$ cat config.mk
export PLATFORM = sky130hd
export DESIGN_NAME = compare_window_tally
export DESIGN_NICKNAME = d
export VERILOG_FILES = /design/src/rtl/compare_window_tally.sv
export SDC_FILE = /design/constraint.sdc
export NUM_CORES = 1
export LEC_CHECK = 0
export CAP_MARGIN = 20
export CORE_MARGIN = 2
export CORE_UTILIZATION = 55
export DETAILED_ROUTE_END_ITERATION = 10
export PLACE_DENSITY_LB_ADDON = 0.08
export SETUP_SLACK_MARGIN = 0.1
export SLEW_MARGIN = 20
export SYNTH_ARGS = -nofsm -noshare
export SYNTH_HDL_FRONTEND = slang
export SYNTH_SLANG_ARGS = --single-unit
$ cat constraint.sdc
create_clock -name clk -period 4.4 [get_ports clk]
set_input_delay 0.66 -clock clk [delete_from_list [all_inputs] [get_ports clk]]
set_output_delay 0.66 -clock clk [all_outputs]
set_load 0.005 [all_outputs]
$ cat src/rtl/compare_window_tally.sv
// Tallies comparator outcomes over a window of well-formed operand pairs
// and hands one report word downstream per window on a valid/ready handshake.
//
// state  | meaning
// ACCUM  | accepting pairs, running totals visible, in_ready=1
// REPORT | window complete, totals held, out_valid=1 until out_ready
module compare_window_tally #(
    parameter int WINDOW = 8,
    parameter int CNT_W  = 8
) (
    input  logic             clk,
    input  logic             rst,
    input  logic             in_valid,
    output logic             in_ready,
    input  logic [3:0]       a,
    input  logic [3:0]       b,
    input  logic             equal,
    input  logic             agreater,
    input  logic             bgreater,
    output logic             out_valid,
    input  logic             out_ready,
    output logic [CNT_W-1:0] a_wins,
    output logic [CNT_W-1:0] b_wins,
    output logic [CNT_W-1:0] ties,
    output logic [3:0]       max_val,
    output logic             flag_err
);

    localparam logic [0:0]       ACCUM    = 1'b0;
    localparam logic [0:0]       REPORT   = 1'b1;
    localparam logic [CNT_W-1:0] WIN_LOAD = CNT_W'(WINDOW);

    logic [0:0]       state;
    logic [CNT_W-1:0] remaining;
    logic             accept;
    logic             well_formed;
    logic             last_pair;
    logic [3:0]       winner;

    always_comb begin
        well_formed = 1'b0;
        case ({equal, agreater, bgreater})
            3'b100,
            3'b010,
            3'b001:  well_formed = 1'b1;
            default: well_formed = 1'b0;
        endcase
    end

    // Ties credit a as the winner; its value equals b anyway.
    assign winner    = bgreater ? b : a;
    assign in_ready  = (state == ACCUM);
    assign out_valid = (state == REPORT);
    assign accept    = in_valid && in_ready;
    assign last_pair = (remaining == CNT_W'(1));

    // remaining counts down from WINDOW; the terminal count marks the last pair.
    always_ff @(posedge clk) begin
        if (rst) begin
            state     <= ACCUM;
            remaining <= WIN_LOAD;
            a_wins    <= '0;
            b_wins    <= '0;
            ties      <= '0;
            max_val   <= '0;
            flag_err  <= 1'b0;
        end else begin
            case (state)
                ACCUM: begin
                    if (accept) begin
                        if (well_formed) begin
                            if (agreater) a_wins <= a_wins + CNT_W'(1);
                            if (bgreater) b_wins <= b_wins + CNT_W'(1);
                            if (equal)    ties   <= ties + CNT_W'(1);
                            if (winner > max_val) max_val <= winner;
                            remaining <= remaining - CNT_W'(1);
                            if (last_pair) state <= REPORT;
                        end else begin
                            flag_err <= 1'b1;
                        end
                    end
                end
                REPORT: begin
                    if (out_ready) begin
                        state     <= ACCUM;
                        remaining <= WIN_LOAD;
                        a_wins    <= '0;
                        b_wins    <= '0;
                        ties      <= '0;
                        max_val   <= '0;
                    end
                end
                default: state <= ACCUM;
            endcase
        end
    end

endmodule

==> impl_metrics.toml, run 1 <==
[global_route]
grt_pass1_wl_um = 8500
track_usage = 0.245
grt_pass1_vias = 1799
grt_overflow_total = 0
grt_max_degree = 27
antenna_found_initial = 0

[critical_path]
slowest_delay_ps = 760
critPathCapture = "max_val[0]$_SDFFE_PP0P_"
arrival_ps = 3110
critPathMaxFanout = 10
cp_num_cells = 7
ff2ff_path_depth = 3
critPathLaunch = "bgreater"
r2r-start = "out_valid$_SDFF_PP0_"
cpLargestDelayFamily = "buffers and inverters"
timing.critical_path.buf_inv = 1
critical_path_class = "input pin to register"
reg2reg_slack_ps = 2090
critPathLaunchType = "input pin"
path_cells = "clkdlybuf4s50_1, mux2_2, ha_1, nor2b_1, o211ai_1, a221oi_4, mux2_1"
cp_data_required_time_ps = 4590
slowest_stage = "clkdlybuf4s50_1"
cp-end-kind = "register"
worstReg2RegEnd = "max_val[0]$_SDFFE_PP0P_"

[clock_network]
htreeDepth = 2
post_cts_resized = 0
root_buffer = "clkbuf_8"
cts_buffers = 5
insertion_delay_ps = 300
cts_setup_buffers = 0
clock-sinks = 38
path_clk_slew_ps = 70
hold_buffers = 0
clockBufferDepth = 2
cts_tree = "yes"

[floorplanning]
die-height_um = 67.7
dieArea_mm2 = 0.00458
rows = 23
initial_utilization = 0.566
io_pins = 46
core_mm2 = 0.00394
die_w_um = 67.7

[synthesis]
synth-seq-cells = 38
synthTopCellsByCount = "dfxtp_1 (38), nand2_1 (23), a21oi_1 (21), nand3_1 (14), inv_1 (11)"
synth_top_area_cell = "dfxtp_1"
synth.most_common_cell = "dfxtp_1"
yosys-top-cells-area = "dfxtp_1 (34%), ha_1 (5.0%), a21oi_1 (4.7%)"
syn_nets = 280
synthArstFlopShare = 0
seq_area_frac_synth = 0.341
synthCells = 256
yosysTopAreaCellShare = 0.341
syn_area_mm2 = 0.00223
synth_edf_count = 0
synth_cell_types = 57
synth_flop_cell = "dfxtp_1"
yosys_warnings = 0
syn_area_per_cell_um2 = 8.71

[power]
power_density_mw_per_mm2 = 272
power_mw = 0.756
ir_drop_mv = 0.236
p_leak_nw = 1.08

[timing]
min_period_ps = 2920
fmax_mhz = 342
hold_viol = 0
tns_ps = 0
rsz0062_at_grt = "false"
worst_slew_pin_slew_ps = 908
setup_violations = 0
fin_crit_sh = 0.664
slew-limit-headroom = 0.393
skew_ps = 8.80
final_max_slew_viol_count = 0

[placement]
place.port_buffers = 45
hpwl_um = 3580
routabilityCongestion = 0.798

[cells_and_area]
nets = 316
multiInputGateArea_mm2 = 0.00135
seq_area_um2 = 761
area_delta_synth_final_pct = 24.6
drive_gt1_frac = 0.0785
fill_cells = 339
antenna_cells = 0

[routing]
drtIter0Drc = 122
drc = 0
ant_nets = 0
wl_met3_um = 242
wl_met1_um = 2480
top_layer = "met4"
drt_first_pass_iters = 4
wl_per_cell_um = 14.7
dr_wl_met2_um = 2240
via_count = 2081
routed_wl_um = 5050
via_per_inst = 6.07

[flow_run]
max-cap-violations = 0

[status]
status = "completed"

[min_path]
hold_path.class = "register to register"
worst register-to-register path, stage by stage, from the launching register on:
cell      delay (ps)
dfxtp_1          760
nand2_1          540
a221oi_4         560
mux2_1           350
metal layers:
metal	global-route usage	vias to the layer above
met3	0.0650	9
met5	0	-
met2	0.352	40
met4	0.0867	0
li1	-	1052
met1	0.351	980
report_power, final:
part / switching, mW / internal, mW
sequential: 0.0107 / 0.354
combinational: 0.0554 / 0.0496
clock: 0.128 / 0.158
total: 0.194 / 0.562
state kept, by name (all words and copies together), names as in the netlist:
register	count
flag_err	1
max_val	4
b_wins	8
remaining	8
ties	8
out_valid	1
a_wins	8
layout by cell type (no fill, tap or decap), types with 4 or more instances in the layout:
cell type / count
dfxtp_1: 38
a311oi_1: 6
nand2_1: 23
nor2_1: 8
mux2i_1: 6
nor2b_1: 5
nor3_1: 6
nand2b_1: 4
clkbuf_8: 8
and3_1: 6
or4_1: 6
a21oi_1: 21
nand4_1: 5
nand3_1: 14
o211ai_1: 5
clkdlybuf4s50_1: 45
a41oi_1: 5
and2_1: 4
inv_1: 11
ha_1: 9
layout make-up:
type	instances	area share
Timing Repair Buffer	46	0.165
Multi-Input combinational cell	190	0.484
Sequential cell	38	0.274
Inverter	11	0.0149
Clock buffer	8	0.0396
Tap cell	50	0.0225
how the worst min path moves through the flow:
stage                              startpoint  slack (ps)  depth (start not counted)                         to
floorplan           remaining[5]$_SDFFE_PP0P_         460                          2  remaining[5]$_SDFFE_PP0P_
global placement        flag_err$_SDFFE_PP0P_         450                          2      flag_err$_SDFFE_PP0P_
detailed placement    max_val[1]$_SDFFE_PP0P_         470                          2    max_val[1]$_SDFFE_PP0P_
CTS                   max_val[1]$_SDFFE_PP0P_         480                          2    max_val[1]$_SDFFE_PP0P_
global route             ties[7]$_SDFFE_PP0P_         510                          1       ties[7]$_SDFFE_PP0P_
finish                max_val[1]$_SDFFE_PP0P_         480                          2    max_val[1]$_SDFFE_PP0P_
cell families (layout without fill, tap and decap cells):
logic type               Yosys count  after routing  synth area share
AO/OA/AOI/OAI                     71             71             0.246
XOR/XNOR                           1              1           0.00729
adder cells (fa/ha/maj)            9              9            0.0505
buffers and inverters             28             65            0.0555
flip-flops                        38             38             0.341
multiplexers                      10             10            0.0471
AND/OR/NAND/NOR                   99             99             0.252
stage by stage:
step	instance area [µm²]	setup slack, ps	utilization	hold WS [ps]	std cells
floorplan	2230	1980	-	455	256
global placement	2670	1240	0.677	449	335
detailed placement	2670	1160	0.677	474	335
CTS	2780	1480	0.705	484	343
global route	2780	1360	0.705	514	343
finish	2780	1480	0.705	480	343
Power figures use the tool's default switching activity.
==> inputs of run 2 (changes only) <==
--- a/config.mk
+++ b/config.mk
@@ -7,7 +7,7 @@
 export LEC_CHECK = 0
 export CAP_MARGIN = 20
 export CORE_MARGIN = 2
-export CORE_UTILIZATION = 55
+export CORE_UTILIZATION = 51
 export DETAILED_ROUTE_END_ITERATION = 10
 export PLACE_DENSITY_LB_ADDON = 0.08
 export SETUP_SLACK_MARGIN = 0.1
==> constraint.sdc (replaced) <==
create_clock -name clk -period 2.75 [get_ports clk]
set_input_delay 0.4125 -clock clk [delete_from_list [all_inputs] [get_ports clk]]
set_output_delay 0.4125 -clock clk [all_outputs]
set_load 0.005 [all_outputs]
==> run 2 against run 1 <==
Sequential share of layout area shrank 0.84 points. Non-clock buffer count is 7 higher. Global-route usage is 2.7 points lower. Combinational power grew 66%. Critical path depth did not move. Clock power increased by 110%. Count of clock-buffer cells in the layout down 2. First-iteration DRC count up 3.3%. Critical path type unchanged. Highest routed layer unchanged.
==> impl_metrics.toml, run 2 (same netlist as run 1, synthesis figures left out) <==
[timing]
setup_violations = 0
finalWorstSetupSlack_ps = 407
worst_slew_pin_slew_ps = 599
tns_ps = 0
min_period_ps = 2340
hold_viol = 0
slew-limit-headroom = 0.600
fin_crit_sh = 0.852
skew_ps = 11.0
final_max_slew_viol_count = 0
fmax_mhz = 427
rsz0062_at_grt = "false"

[routing]
wl_per_cell_um = 14.6
ant_nets = 0
routed_wl_um = 5130
via_count = 2087
drtIter0Drc = 126
drt_first_pass_iters = 4
via_per_inst = 5.93
drc = 0

[clock_network]
post_cts_resized = 0
path_clk_slew_ps = 70
cts_tree = "yes"
clock-sinks = 38
cts_setup_buffers = 0
htreeDepth = 2
root_buffer = "clkbuf_8"
cts_buffers = 5
clockBufferDepth = 2
hold_buffers = 0
insertion_delay_ps = 290

[placement]
dpl_worst_slack_ps = 118
place.port_buffers = 45
postPlaceCellArea_mm2 = 0.00272
routabilityCongestion = 0.816
hpwl_um = 3670

[power]
power_density_mw_per_mm2 = 470
ir_drop_mv = 0.271
p_clk_frac = 0.438
power_frac_seq = 0.432
p_switching_mw = 0.310
power.internal_mw = 1.04
power_mw = 1.35
p_leak_nw = 1.13
switching_share = 0.230
comb_power_share = 0.129

[cells_and_area]
antenna_cells = 0
final_core_util = 0.668
nets = 323
layout_commonest_cell = "clkdlybuf4s50_1"
seq_area_um2 = 761
design_area_mm2 = 0.00287
final_cell_mix = "clkdlybuf4s50_1 (45), dfxtp_1 (38), nand2_1 (23)"
area_delta_synth_final_pct = 28.5
multiInputGateArea_mm2 = 0.00135
fill_cells = 375
drive_gt1_frac = 0.100

[critical_path]
cp_data_required_time_ps = 2930
critPathLaunchType = "input pin"
critPathLaunch = "bgreater"
critPathMaxFanout = 4
arrival_ps = 2520
critical_path_class = "input pin to register"
cp-end-kind = "register"
r2r-start = "out_valid$_SDFF_PP0_"

[global_route]
antenna_found_initial = 0
grt_pass1_wl_um = 8810
track_usage = 0.218
grt_pass1_vias = 1945
grt_max_degree = 20
grt_overflow_total = 0

[floorplanning]
die-height_um = 70.1
initial_utilization = 0.520
dieArea_mm2 = 0.00492
core_mm2 = 0.00429
io_pins = 46
die_w_um = 70.1
rows = 24

[status]
status = "completed"

[min_path]
hp-start = "max_val[2]$_SDFFE_PP0P_"
hold_path.class = "register to register"

[flow_run]
max-cap-violations = 0
run 2: cell count changes in the layout (fill, tap and decap cells not counted):
cell       delta
buf_4         +7
clkbuf_8      -2
bufinv_16     +2
run 2: final timing paths:
check / slack (ps) / cells past startpoint / to
setup / recovery: 410 / 7 / max_val[0]$_SDFFE_PP0P_
hold / removal: 480 / 2 / max_val[2]$_SDFFE_PP0P_
setup reg to reg: 820 / 5 / max_val[0]$_SDFFE_PP0P_
hold reg to reg: 480 / 2 / max_val[2]$_SDFFE_PP0P_
run 2: power by group through the flow:
| stage | Sequential (mW) | Combinational (mW) | Clock, mW |
|---|---|---|---|
| after global routing | 0.586 | 0.195 | 0.630 |
| after CTS | 0.582 | 0.176 | 0.607 |
| final | 0.582 | 0.174 | 0.591 |
| after detailed placement | 0.594 | 0.174 | 0 |
| after global placement | 0.594 | 0.172 | 0 |
| after floorplan | 0.592 | 0.112 | 0 |
run 2: layout make-up:
| cell class | instances | area share |
|---|---|---|
| multi-input cells | 190 | 0.470 |
| flip-flops and latches | 38 | 0.265 |
| repair buffers | 53 | 0.178 |
| clock buffers | 6 | 0.0288 |
| well taps | 52 | 0.0227 |
| clock inverters | 2 | 0.0210 |
| inverters | 11 | 0.0144 |
run 2: metal layers:
| metal | part of all wire | GRT usage | up-vias |
|---|---|---|---|
| li1 | - | - | 1066 |
| met1 | 0.46 | 0.281 | 973 |
| met2 | 0.49 | 0.375 | 43 |
| met3 | 0.038 | 0.0433 | 5 |
| met4 | 0.0086 | 0.0556 | 0 |
| met5 | 0 | 0 | - |
run 2: critical path, cell delays in order:
cell,delay (ps)
clkdlybuf4s50_1,550
mux2_2,370
ha_1,290
nor2b_1,140
o211ai_1,140
a221oi_4,280
mux2_1,340
run 2: metrics by stage:
stage,instances,hold WS [ps]
global placement,344,460
detailed placement,344,465
floorplan,256,455
global route,352,536
CTS,352,478
finish,352,476
==> inputs of run 3 (changes only) <==
--- a/config.mk
+++ b/config.mk
@@ -9,6 +9,7 @@
 export CORE_MARGIN = 2
 export CORE_UTILIZATION = 51
 export DETAILED_ROUTE_END_ITERATION = 10
+export GPL_ROUTABILITY_DRIVEN = 1
 export PLACE_DENSITY_LB_ADDON = 0.08
 export SETUP_SLACK_MARGIN = 0.1
 export SLEW_MARGIN = 20
==> constraint.sdc (replaced) <==
create_clock -name clk -period 2.75 [get_ports clk]
set_input_delay 0.275 -clock clk [delete_from_list [all_inputs] [get_ports clk]]
set_output_delay 0.275 -clock clk [all_outputs]
set_load 0.005 [all_outputs]
==> run 3 against run 2 <==
Count of clock-buffer cells in the layout down 1. Via count stayed put. Hold slack got worse by 1.5 ps. Wire length down 1.7%. Sequential share of layout area is 0.53 points higher. Power shrank 17%. First-iteration DRC count increased by 4.8%. Critical path depth unchanged. Critical path type unchanged. Critical endpoint unchanged. Highest routed layer unchanged.
==> impl_metrics.toml, run 3 (same netlist as run 1, synthesis figures left out) <==
[critical_path]
critPathLaunchType = "input pin"
critical_path_class = "input pin to register"
r2r-start = "out_valid$_SDFF_PP0_"
cp_data_required_time_ps = 2930
critPathLaunch = "bgreater"
cp-end-kind = "register"
arrival_ps = 2340
critPathMaxFanout = 4

[timing]
tns_ps = 0
fin_crit_sh = 0.788
hold_slack_ps = 474
skew_ps = 6.74
setup_violations = 0
finalWorstSetupSlack_ps = 584
rsz0062_at_grt = "false"
worst_slew_pin_slew_ps = 699
final_max_slew_viol_count = 0
min_period_ps = 2170
hold_viol = 0
fmax_mhz = 462
slew-limit-headroom = 0.534

[clock_network]
insertion_delay_ps = 290
cts_buffers = 5
htreeDepth = 2
path_clk_slew_ps = 70
root_buffer = "clkbuf_8"
post_cts_resized = 0
clock-sinks = 38
hold_buffers = 0
cts_tree = "yes"
clockBufferDepth = 2
cts_setup_buffers = 0

[floorplanning]
die-height_um = 70.1
initial_utilization = 0.520
dieArea_mm2 = 0.00492
io_pins = 46
core_mm2 = 0.00429
die_w_um = 70.1
rows = 24

[cells_and_area]
seq_area_um2 = 761
nets = 324
area_delta_synth_final_pct = 26.0
drive_gt1_frac = 0.100
layout_commonest_cell = "clkdlybuf4s50_1"
antenna_cells = 0
final_cell_mix = "clkdlybuf4s50_1 (45), dfxtp_1 (38), nand2_1 (23)"
fill_cells = 373
multiInputGateArea_mm2 = 0.00135

[global_route]
track_usage = 0.217
grt_pass1_vias = 2001
antenna_found_initial = 0
grt_overflow_total = 0
grt_max_degree = 21
grt_pass1_wl_um = 8710

[routing]
ant_nets = 0
drt_first_pass_iters = 4
via_per_inst = 5.93
via_count = 2087
wl_per_cell_um = 14.3
routed_wl_um = 5040
drtIter0Drc = 132
drc = 0

[placement]
dpl_worst_slack_ps = 264
place.port_buffers = 45
routabilityCongestion = 0.800
hpwl_um = 3710

[power]
power_density_mw_per_mm2 = 400
p_leak_nw = 1.10
ir_drop_mv = 0.251

[flow_run]
max-cap-violations = 0

[min_path]
hold_path.class = "register to register"
hp-start = "max_val[3]$_SDFFE_PP0P_"

[status]
status = "completed"
-- run 3: changes by cell type in the layout (fill, tap and decap cells not counted) --
cell,change
clkinv_2,+2
bufinv_16,-2
buf_4,+1
clkbuf_8,-1
-- run 3: through the flow --
step | total power, mW | utilization | instance area (µm²) | std cells
after floorplan | 0.704 | - | 2230 | 256
after global placement | 0.768 | 0.636 | 2730 | 345
after detailed placement | 0.770 | 0.636 | 2730 | 345
after CTS | 1.14 | 0.654 | 2810 | 352
after global routing | 1.18 | 0.654 | 2810 | 352
final | 1.12 | 0.654 | 2810 | 352
-- run 3: power breakdown --
part | leakage (nW) | switching (mW) | internal, mW
Clock | 0.0438 | 0.196 | 0.170
Combinational | 0.750 | 0.0885 | 0.0861
Sequential | 0.308 | 0.0168 | 0.566
-- run 3: worst paths after layout --
path / endpoint / slack [ps] / cells after the start
hold reg to reg: max_val[3]$_SDFFE_PP0P_ / 470 / 2
setup / recovery: max_val[0]$_SDFFE_PP0P_ / 580 / 7
hold / removal: max_val[3]$_SDFFE_PP0P_ / 470 / 2
setup reg to reg: max_val[0]$_SDFFE_PP0P_ / 670 / 3
-- run 3: metal layers --
metal	part of all wire	vias up	GRT usage
met5	0	-	0
met4	0.012	0	0.0897
met3	0.039	4	0.0505
met2	0.48	41	0.364
met1	0.47	983	0.268
li1	-	1059	-
-- run 3: cell type report --
type,instances,area share
clock buffers,5,0.0245
repair buffers,54,0.184
inverters,11,0.0147
multi-input cells,190,0.479
clock inverters,2,0.00356
well taps,52,0.0232
flip-flops and latches,38,0.271
-- run 3: critical path: stages --
cell and delay (ps):
clkdlybuf4s50_1 550, mux2_2 370, ha_1 280, nor2b_1 130, o211ai_1 140, a221oi_4 270, mux2_1 340
